$ cat config.mk
export PLATFORM = sky130hd
export DESIGN_NAME = disp_arbiter_flat
export DESIGN_NICKNAME = d
export VERILOG_FILES = /design/src/rtl/disp_arbiter_if.sv /design/src/rtl/disp_arbiter.sv /design/src/flat_wrapper.sv
export SDC_FILE = /design/constraint.sdc
export NUM_CORES = 1
export LEC_CHECK = 0
export CORE_ASPECT_RATIO = 1.75
export CORE_MARGIN = 10
export CORE_UTILIZATION = 31
export CTS_CLUSTER_DIAMETER = 40
export CTS_CLUSTER_SIZE = 40
export DETAILED_ROUTE_END_ITERATION = 12
export PLACE_DENSITY = 0.91
export REMOVE_ABC_BUFFERS = 1
export SETUP_SLACK_MARGIN = 0.5
export SLEW_MARGIN = 20
export SYNTH_ARGS = -nofsm -noshare
export SYNTH_HDL_FRONTEND = slang
export SYNTH_SLANG_ARGS = --single-unit
$ cat constraint.sdc
create_clock -name clk -period 2.4 [get_ports clk]
set_input_delay 0.48 -clock clk [delete_from_list [all_inputs] [get_ports clk]]
set_output_delay 0.48 -clock clk [all_outputs]
set_load 0.03 [all_outputs]
$ cat src/rtl/disp_arbiter_if.sv
// Display ownership bus between two clients and the arbiter.
// Clients drive requests and digit data; the arbiter returns the routed view.
interface disp_arbiter_if;
    logic [1:0]  req;
    logic [31:0] data0;
    logic [7:0]  dp0;
    logic [31:0] data1;
    logic [7:0]  dp1;
    logic [1:0]  gnt;
    logic [31:0] d_out;
    logic [7:0]  dp_out;
    logic        active;
    logic        owner;

    modport master (
        output req, data0, dp0, data1, dp1,
        input  gnt, d_out, dp_out, active, owner
    );

    modport slave (
        input  req, data0, dp0, data1, dp1,
        output gnt, d_out, dp_out, active, owner
    );
endinterface

$ cat src/rtl/disp_arbiter.sv
// Two-client display arbiter with minimum and maximum grant tenure.
// Ties go to the client that did not hold the display most recently.
module disp_arbiter #(
    parameter int MIN_HOLD = 16,
    parameter int MAX_HOLD = 256
) (
    input  logic           clk,
    input  logic           reset,
    disp_arbiter_if.slave  bus
);
    localparam int CW = (MAX_HOLD > 1) ? $clog2(MAX_HOLD) : 1;
    localparam logic [CW-1:0] CNT_MAX = CW'(MAX_HOLD - 1);
    localparam logic [CW-1:0] CNT_MIN = CW'(MIN_HOLD - 1);

    typedef enum logic [1:0] {
        IDLE = 2'd0,
        OWN0 = 2'd1,
        OWN1 = 2'd2
    } state_t;

    state_t        state;
    state_t        state_n;
    state_t        oth_st;
    logic [CW-1:0] cnt;
    logic          last;
    logic          own_req;
    logic          oth_req;
    logic          entry;

    always_comb begin
        own_req = (state == OWN1) ? bus.req[1] : bus.req[0];
        oth_req = (state == OWN1) ? bus.req[0] : bus.req[1];
        oth_st  = (state == OWN1) ? OWN0 : OWN1;
        state_n = state;
        unique case (state)
            IDLE: begin
                unique case (1'b1)
                    (bus.req == 2'b11): state_n = last ? OWN0 : OWN1;
                    (bus.req == 2'b01): state_n = OWN0;
                    (bus.req == 2'b10): state_n = OWN1;
                    default:            state_n = IDLE;
                endcase
            end
            OWN0, OWN1: begin
                // Preemption outranks the owner's own request.
                if (oth_req && cnt == CNT_MAX)
                    state_n = oth_st;
                else if (!own_req && cnt >= CNT_MIN)
                    state_n = oth_req ? oth_st : IDLE;
            end
            default: state_n = IDLE;
        endcase
    end

    assign entry = (state_n != state) && (state_n != IDLE);

    always_ff @(posedge clk or negedge reset) begin
        if (!reset) begin
            state <= IDLE;
            cnt   <= '0;
            last  <= 1'b1;
        end else begin
            state <= state_n;
            if (state_n != state)
                cnt <= '0;
            else if (state != IDLE && cnt != CNT_MAX)
                cnt <= cnt + CW'(1);
            if (entry)
                last <= (state_n == OWN1);
        end
    end

    always_comb begin
        bus.gnt    = 2'b00;
        bus.d_out  = '0;
        bus.dp_out = '0;
        bus.active = 1'b0;
        bus.owner  = 1'b0;
        unique case (state)
            OWN0: begin
                bus.gnt    = 2'b01;
                bus.d_out  = bus.data0;
                bus.dp_out = bus.dp0;
                bus.active = 1'b1;
            end
            OWN1: begin
                bus.gnt    = 2'b10;
                bus.d_out  = bus.data1;
                bus.dp_out = bus.dp1;
                bus.active = 1'b1;
                bus.owner  = 1'b1;
            end
            default: ;
        endcase
    end
endmodule

$ cat src/flat_wrapper.sv
// flat-port wrapper written by rule: the top's interface ports become plain ports
module disp_arbiter_flat 
#(
    parameter int MIN_HOLD = 16,
    parameter int MAX_HOLD = 256
)
  (clk, reset, bus_req, bus_data0, bus_dp0, bus_data1, bus_dp1, bus_gnt, bus_d_out, bus_dp_out, bus_active, bus_owner);
  disp_arbiter_if bus_i ();
  input  logic clk;
  input  logic reset;
  input wire logic [$bits(bus_i.req)-1:0] bus_req;
  input wire logic [$bits(bus_i.data0)-1:0] bus_data0;
  input wire logic [$bits(bus_i.dp0)-1:0] bus_dp0;
  input wire logic [$bits(bus_i.data1)-1:0] bus_data1;
  input wire logic [$bits(bus_i.dp1)-1:0] bus_dp1;
  output wire logic [$bits(bus_i.gnt)-1:0] bus_gnt;
  output wire logic [$bits(bus_i.d_out)-1:0] bus_d_out;
  output wire logic [$bits(bus_i.dp_out)-1:0] bus_dp_out;
  output wire logic [$bits(bus_i.active)-1:0] bus_active;
  output wire logic [$bits(bus_i.owner)-1:0] bus_owner;
  assign bus_i.req = bus_req;
  assign bus_i.data0 = bus_data0;
  assign bus_i.dp0 = bus_dp0;
  assign bus_i.data1 = bus_data1;
  assign bus_i.dp1 = bus_dp1;
  assign bus_gnt = bus_i.gnt;
  assign bus_d_out = bus_i.d_out;
  assign bus_dp_out = bus_i.dp_out;
  assign bus_active = bus_i.active;
  assign bus_owner = bus_i.owner;
  disp_arbiter #(.MIN_HOLD(MIN_HOLD), .MAX_HOLD(MAX_HOLD)) u_core (.clk(clk), .reset(reset), .bus(bus_i));
endmodule
### Word level (Yosys, flattened, before mapping)

Index checks and enable logic that the tools add are counted.

| word-level totals | value |
|---|---|
| input bits | 84 |
| output and inout bits | 44 |
| logic and storage cells | 40 |
| register bits after elaboration | 11 |

| cells by class | value |
|---|---|
| equal/unequal tests | 9 |
| muxes and demuxes | 16 |
| $lt $le $gt $ge | 1 |
| add/sub/neg operators | 1 |
| reductions and logical operators | 10 |

Operators with widths:

| operator | count |
|---|---|
| 32-bit one-hot mux with 2 select lines | 1 |
| 8-bit 2-to-1 mux | 2 |
| 8-bit one-hot mux with 2 select lines | 1 |
| 2-bit 2-to-1 mux | 5 |
| 8-bit by 1-bit adder with 8-bit output (second input constant) | 1 |
| 2-bit == test (second input constant) | 4 |
| 8-bit == test (second input constant) | 1 |
| 8-bit by 4-bit >= comparator with 1-bit output (second input constant) | 1 |
| 8-bit != test (second input constant) | 1 |
| 2-bit one-hot mux with 2 select lines | 2 |
| 2-bit one-hot mux with 3 select lines | 1 |
| 2-bit nonzero test | 3 |
| 2-bit by 1-bit == test with 1-bit output (second input constant) | 2 |
| 1-bit logical AND | 4 |
| 1-bit 2-to-1 mux | 4 |
| 2-bit logical NOT | 1 |
| 2-bit != test | 1 |
| 2-bit OR reduction | 1 |
| 1-bit logical NOT | 1 |

### Longest topological paths before layout

| depth | value |
|---|---|
| depth in word-level cells | 9 |
| mapped depth | 9 |
| mapped depth without buffers | 8 |

### Least setup slack after synthesis

OpenSTA, ideal clock, no wires.

| timing | value |
|---|---|
| path type | register to output |
| start | register u_core.state[0] |
| end | output port bus_d_out[13] |
| slack | -0.068 ns |
| buffers on the path | 2 |
| data arrival time | 1.988 ns |
| required time | 1.920 ns |
| cell stages (with the launch flop) | 7 |
| cell sequence | dfrtp_1 > inv_1 > ha_1 > buf_2 > clkbuf_1 > a22oi_1 > nor2b_1 |

| between the ends | value |
|---|---|
| cells in the longest elaborated chain, start to end | 2 |
| elaborated cells between the ends (all ways) | 3 |
| classes of those cells | 2 x eq/ne; 1 x mux |

RTL lines:

| what | line | text |
|---|---|---|
| from (decl) | disp_arbiter.sv:21 | `state_t state;` |
| from (signal assigned) | disp_arbiter.sv:63 | `state <= state_n;` |
| 2-bit == test / 2-bit by 1-bit == test with 1-bit output (equally long branches) | disp_arbiter.sv:79 | `unique case (state)` |
| 32-bit one-hot mux with 2 select lines * | disp_arbiter.sv:79 |  |
| to (decl) | flat_wrapper.sv:17 | `output wire logic [$bits(bus_i.d_out)-1:0] bus_d_out;` |

Mark *: on every way between the ends. The rest lies on a longest branch, timed or not.

### Worst setup path after layout

| timing | value |
|---|---|
| start | register u_core.state[0] |
| end | output port bus_d_out[2] |

Same word-level chain as after synthesis.

==> impl_metrics.env <==
export IMPL_max_cap_violations=0
export IMPL_clockBufferDepth=2
export IMPL_cts_tree="yes"
export IMPL_worst_ep_required_time_ns=1.92
export IMPL_cts_sinks=11
export IMPL_synthToLayoutAreaGrowth_pct=158.3
export IMPL_vdd_drop_max_mv=1.214
export IMPL_worstPathMaxFanout=10
export IMPL_drt_initial_drc_count=208
export IMPL_power_share_switching_pct=45.67
export IMPL_synth_edff_count=0
export IMPL_grt_setup_unrepaired="yes"
export IMPL_io_buffers=127
export IMPL_relSlewSlack_pct=65.50
export IMPL_p_seq_share_pct=6.1
export IMPL_antenna_found_initial=0
export IMPL_worst_setup_path_start_kind="flop"
export IMPL_vias=2243
export IMPL_max_slew_worst_pin_slew_ns=0.5160
export IMPL_p_per_area_nw_per_um2=1338
export IMPL_yosys_warnings=0
export IMPL_min_period_ns=2.234
export IMPL_synth_area_leaders="a22oi_1 21%, nor2b_1 18%, dfrtp_1 18%, ha_1 5.3%, clkbuf_1 2.9%"
export IMPL_routedWlPerCell_um=26.84
export IMPL_grt_overflow=0
export IMPL_hold_viol_final=0
export IMPL_avgViaCountPerCell=5.811
export IMPL_clock_latency_ns=0.24
export IMPL_track_usage_pct=21.32
export IMPL_coreArea_um2=4404
export IMPL_setup_worst_path_class="flop to primary output"
export IMPL_critPathArrivalTime_ns=1.75
export IMPL_fp_row_count=32
export IMPL_synth_seq_area_share_pct=19.59
export IMPL_clock_power_share_pct=3.8
export IMPL_firstDrtPassIters=4
export IMPL_synthTopCellsByCount="41 x nor2b_1, 40 x a22oi_1, 11 x clkbuf_1"
export IMPL_synth_seq_cells=11
export IMPL_fp_dieH_um=109.3
export IMPL_clk_pin_slew_ns=0.05
export IMPL_htreeDepth=1
export IMPL_synth_most_common_cell="nor2b_1"
export IMPL_synth_cell_types=38
export IMPL_setup_violations=0
export IMPL_slew_violations=0
export IMPL_wl_um=10360
export IMPL_endpoint_kind="primary output"
export IMPL_timing_fmax_mhz=447.7
export IMPL_numCtsBuffers=3
export IMPL_ant_nets=0
export IMPL_yosys_area_top_type="a22oi_1"
export IMPL_hpwl_um=5811
export IMPL_syn_inst=180
export IMPL_n_antenna_cell=0
export IMPL_initial_core_util_pct=32.05
export IMPL_final_core_util_pct=82.78
export IMPL_min_path_type="input pin to asynchronous set/reset pin"
export IMPL_switchingPower_w=0.002229
export IMPL_syn_avg_cell_area_um2=7.841
export IMPL_intPower_w=0.002651
export IMPL_die_w_um=71.01
export IMPL_grt_pass1_vias=2131
export IMPL_status="finished clean"
export IMPL_clockRootBuffer="clkbuf_8"
export IMPL_p_leak_nw=1.415
export IMPL_layout_nets=426
export IMPL_synth_top_area_share_pct=21.28
export IMPL_hold_buffers=0
export IMPL_fin_crit_sh_pct=93.06
export IMPL_drive_gt1_share_pct=46.27
export IMPL_synthesis_area_um2=1411
export IMPL_synth_main_ff_cell="dfrtp_1"
export IMPL_setup_tns_ns=0
export IMPL_power_frac_comb_pct=90.1
export IMPL_gp_congestion=0.8980
export IMPL_grt_pass1_wl_um=13080
export IMPL_drc=0
export IMPL_die_area_um2=7758
export IMPL_fin_skew_ns=0.003712
export IMPL_grt_max_degree=22
export IMPL_io_pins=128
export IMPL_async_reset_ff_share_pct=100.0
-- power groups by stage --
stage,sequential (W),combinational (W),clock [W]
floorplan,0.000289,0.00159,0
global placement,0.000285,0.00248,0
detailed placement,0.000289,0.00251,0
CTS,0.000294,0.00380,0.000185
global route,0.000304,0.00455,0.000193
finish,0.000298,0.00440,0.000186
-- cell families after synthesis --
kind of cell             after synthesis  synth area share (%)
flip-flops                            11                 19.59
AO/OA/AOI/OAI                         57                 32.00
AND/OR/NAND/NOR                       80                 33.33
XOR/XNOR                               7                 4.344
adder cells (fa/ha/maj)                6                 5.319
buffers and inverters                 19                 5.408
-- metrics by stage --
step           hold slack [ns]  area [um2]  cells  total power, W  setup WS [ns]
6_report                0.5849        3646    386        0.004880         0.1665
4_1_cts                 0.5833        3338    376        0.004276         0.2690
2_1_floorplan           0.1844        1354    166        0.001877        -0.7275
3_3_place_gp            0.5566        2659    351        0.002761        0.09023
5_1_grt                 0.6236        3646    386        0.005051         0.1006
3_5_place_dp            0.5764        2659    351        0.002802        0.02980
-- cell type report --
class                      instances  area (um2)
tap                               51       63.81
fill                             219       758.2
clock buffer                       4       45.04
timing repair buffer             165        1821
inverter                           5       21.27
multi-input combinational        150        1418
sequential                        11       277.8
-- layer usage --
layer	wire, um	vias to the layer above	global-route usage [%]
li1	-	981	-
met1	3494	1073	21.27
met2	5360	159	39.85
met3	1044	30	7.097
met4	460	0	7.361
met5	0	-	0
-- placed cells by master (no fill, tap or decap), drive strengths merged, types with 4 or more instances in the layout --
master / n
a21oi: 4
a22oi: 40
buf: 76
clkbuf: 8
clkdlybuf4s50: 81
dfrtp: 10
ha: 6
inv: 5
nand2: 7
nand3: 6
nor2: 10
nor2b: 41
nor3: 6
xnor2: 4
-- what timing repair did --
action                     in CTS  in global routing
gates cloned                    9                  4
gates resized for setup        66                 31
buffers inserted               12                  6
pin swaps                       9                 18
setup endpoints to repair      53                 50
-- flip-flops by register name (all words and copies together) (netlist names) --
| register | cells |
|---|---|
| u_core.cnt | 8 |
| u_core.last | 1 |
| u_core.state | 2 |
-- critical path, cell delays in order, from the launching register on --
cell       delay (ns)
dfrtp_1          0.40
inv_2            0.12
ha_4             0.22
buf_4            0.15
clkbuf_16        0.16
a22oi_2          0.08
nor2b_1          0.18
buf_4            0.20
-- path summary, 6_finish.rpt --
| kind | from | to | slack (ns) | depth (start not counted) |
|---|---|---|---|---|
| worst max-delay path | u_core.state[0]$_DFF_PN0_ | bus_d_out[2] | 0.17 | 7 |
| min in group clk | u_core.cnt[1]$_DFFE_PN0P_ | u_core.cnt[1]$_DFFE_PN0P_ | 0.59 | 2 |
| worst min-delay path | reset | u_core.cnt[2]$_DFFE_PN0P_ | 0.58 | 1 |
| worst max register to register | u_core.state[0]$_DFF_PN0_ | u_core.last$_DFFE_PN1P_ | 0.28 | 9 |
| max in group asynchronous | reset | u_core.state[1]$_DFF_PN0_ | 1.44 | 1 |
| worst min register to register | u_core.cnt[1]$_DFFE_PN0P_ | u_core.cnt[1]$_DFFE_PN0P_ | 0.59 | 2 |
Note: power is estimated with default switching activity, not from simulation.
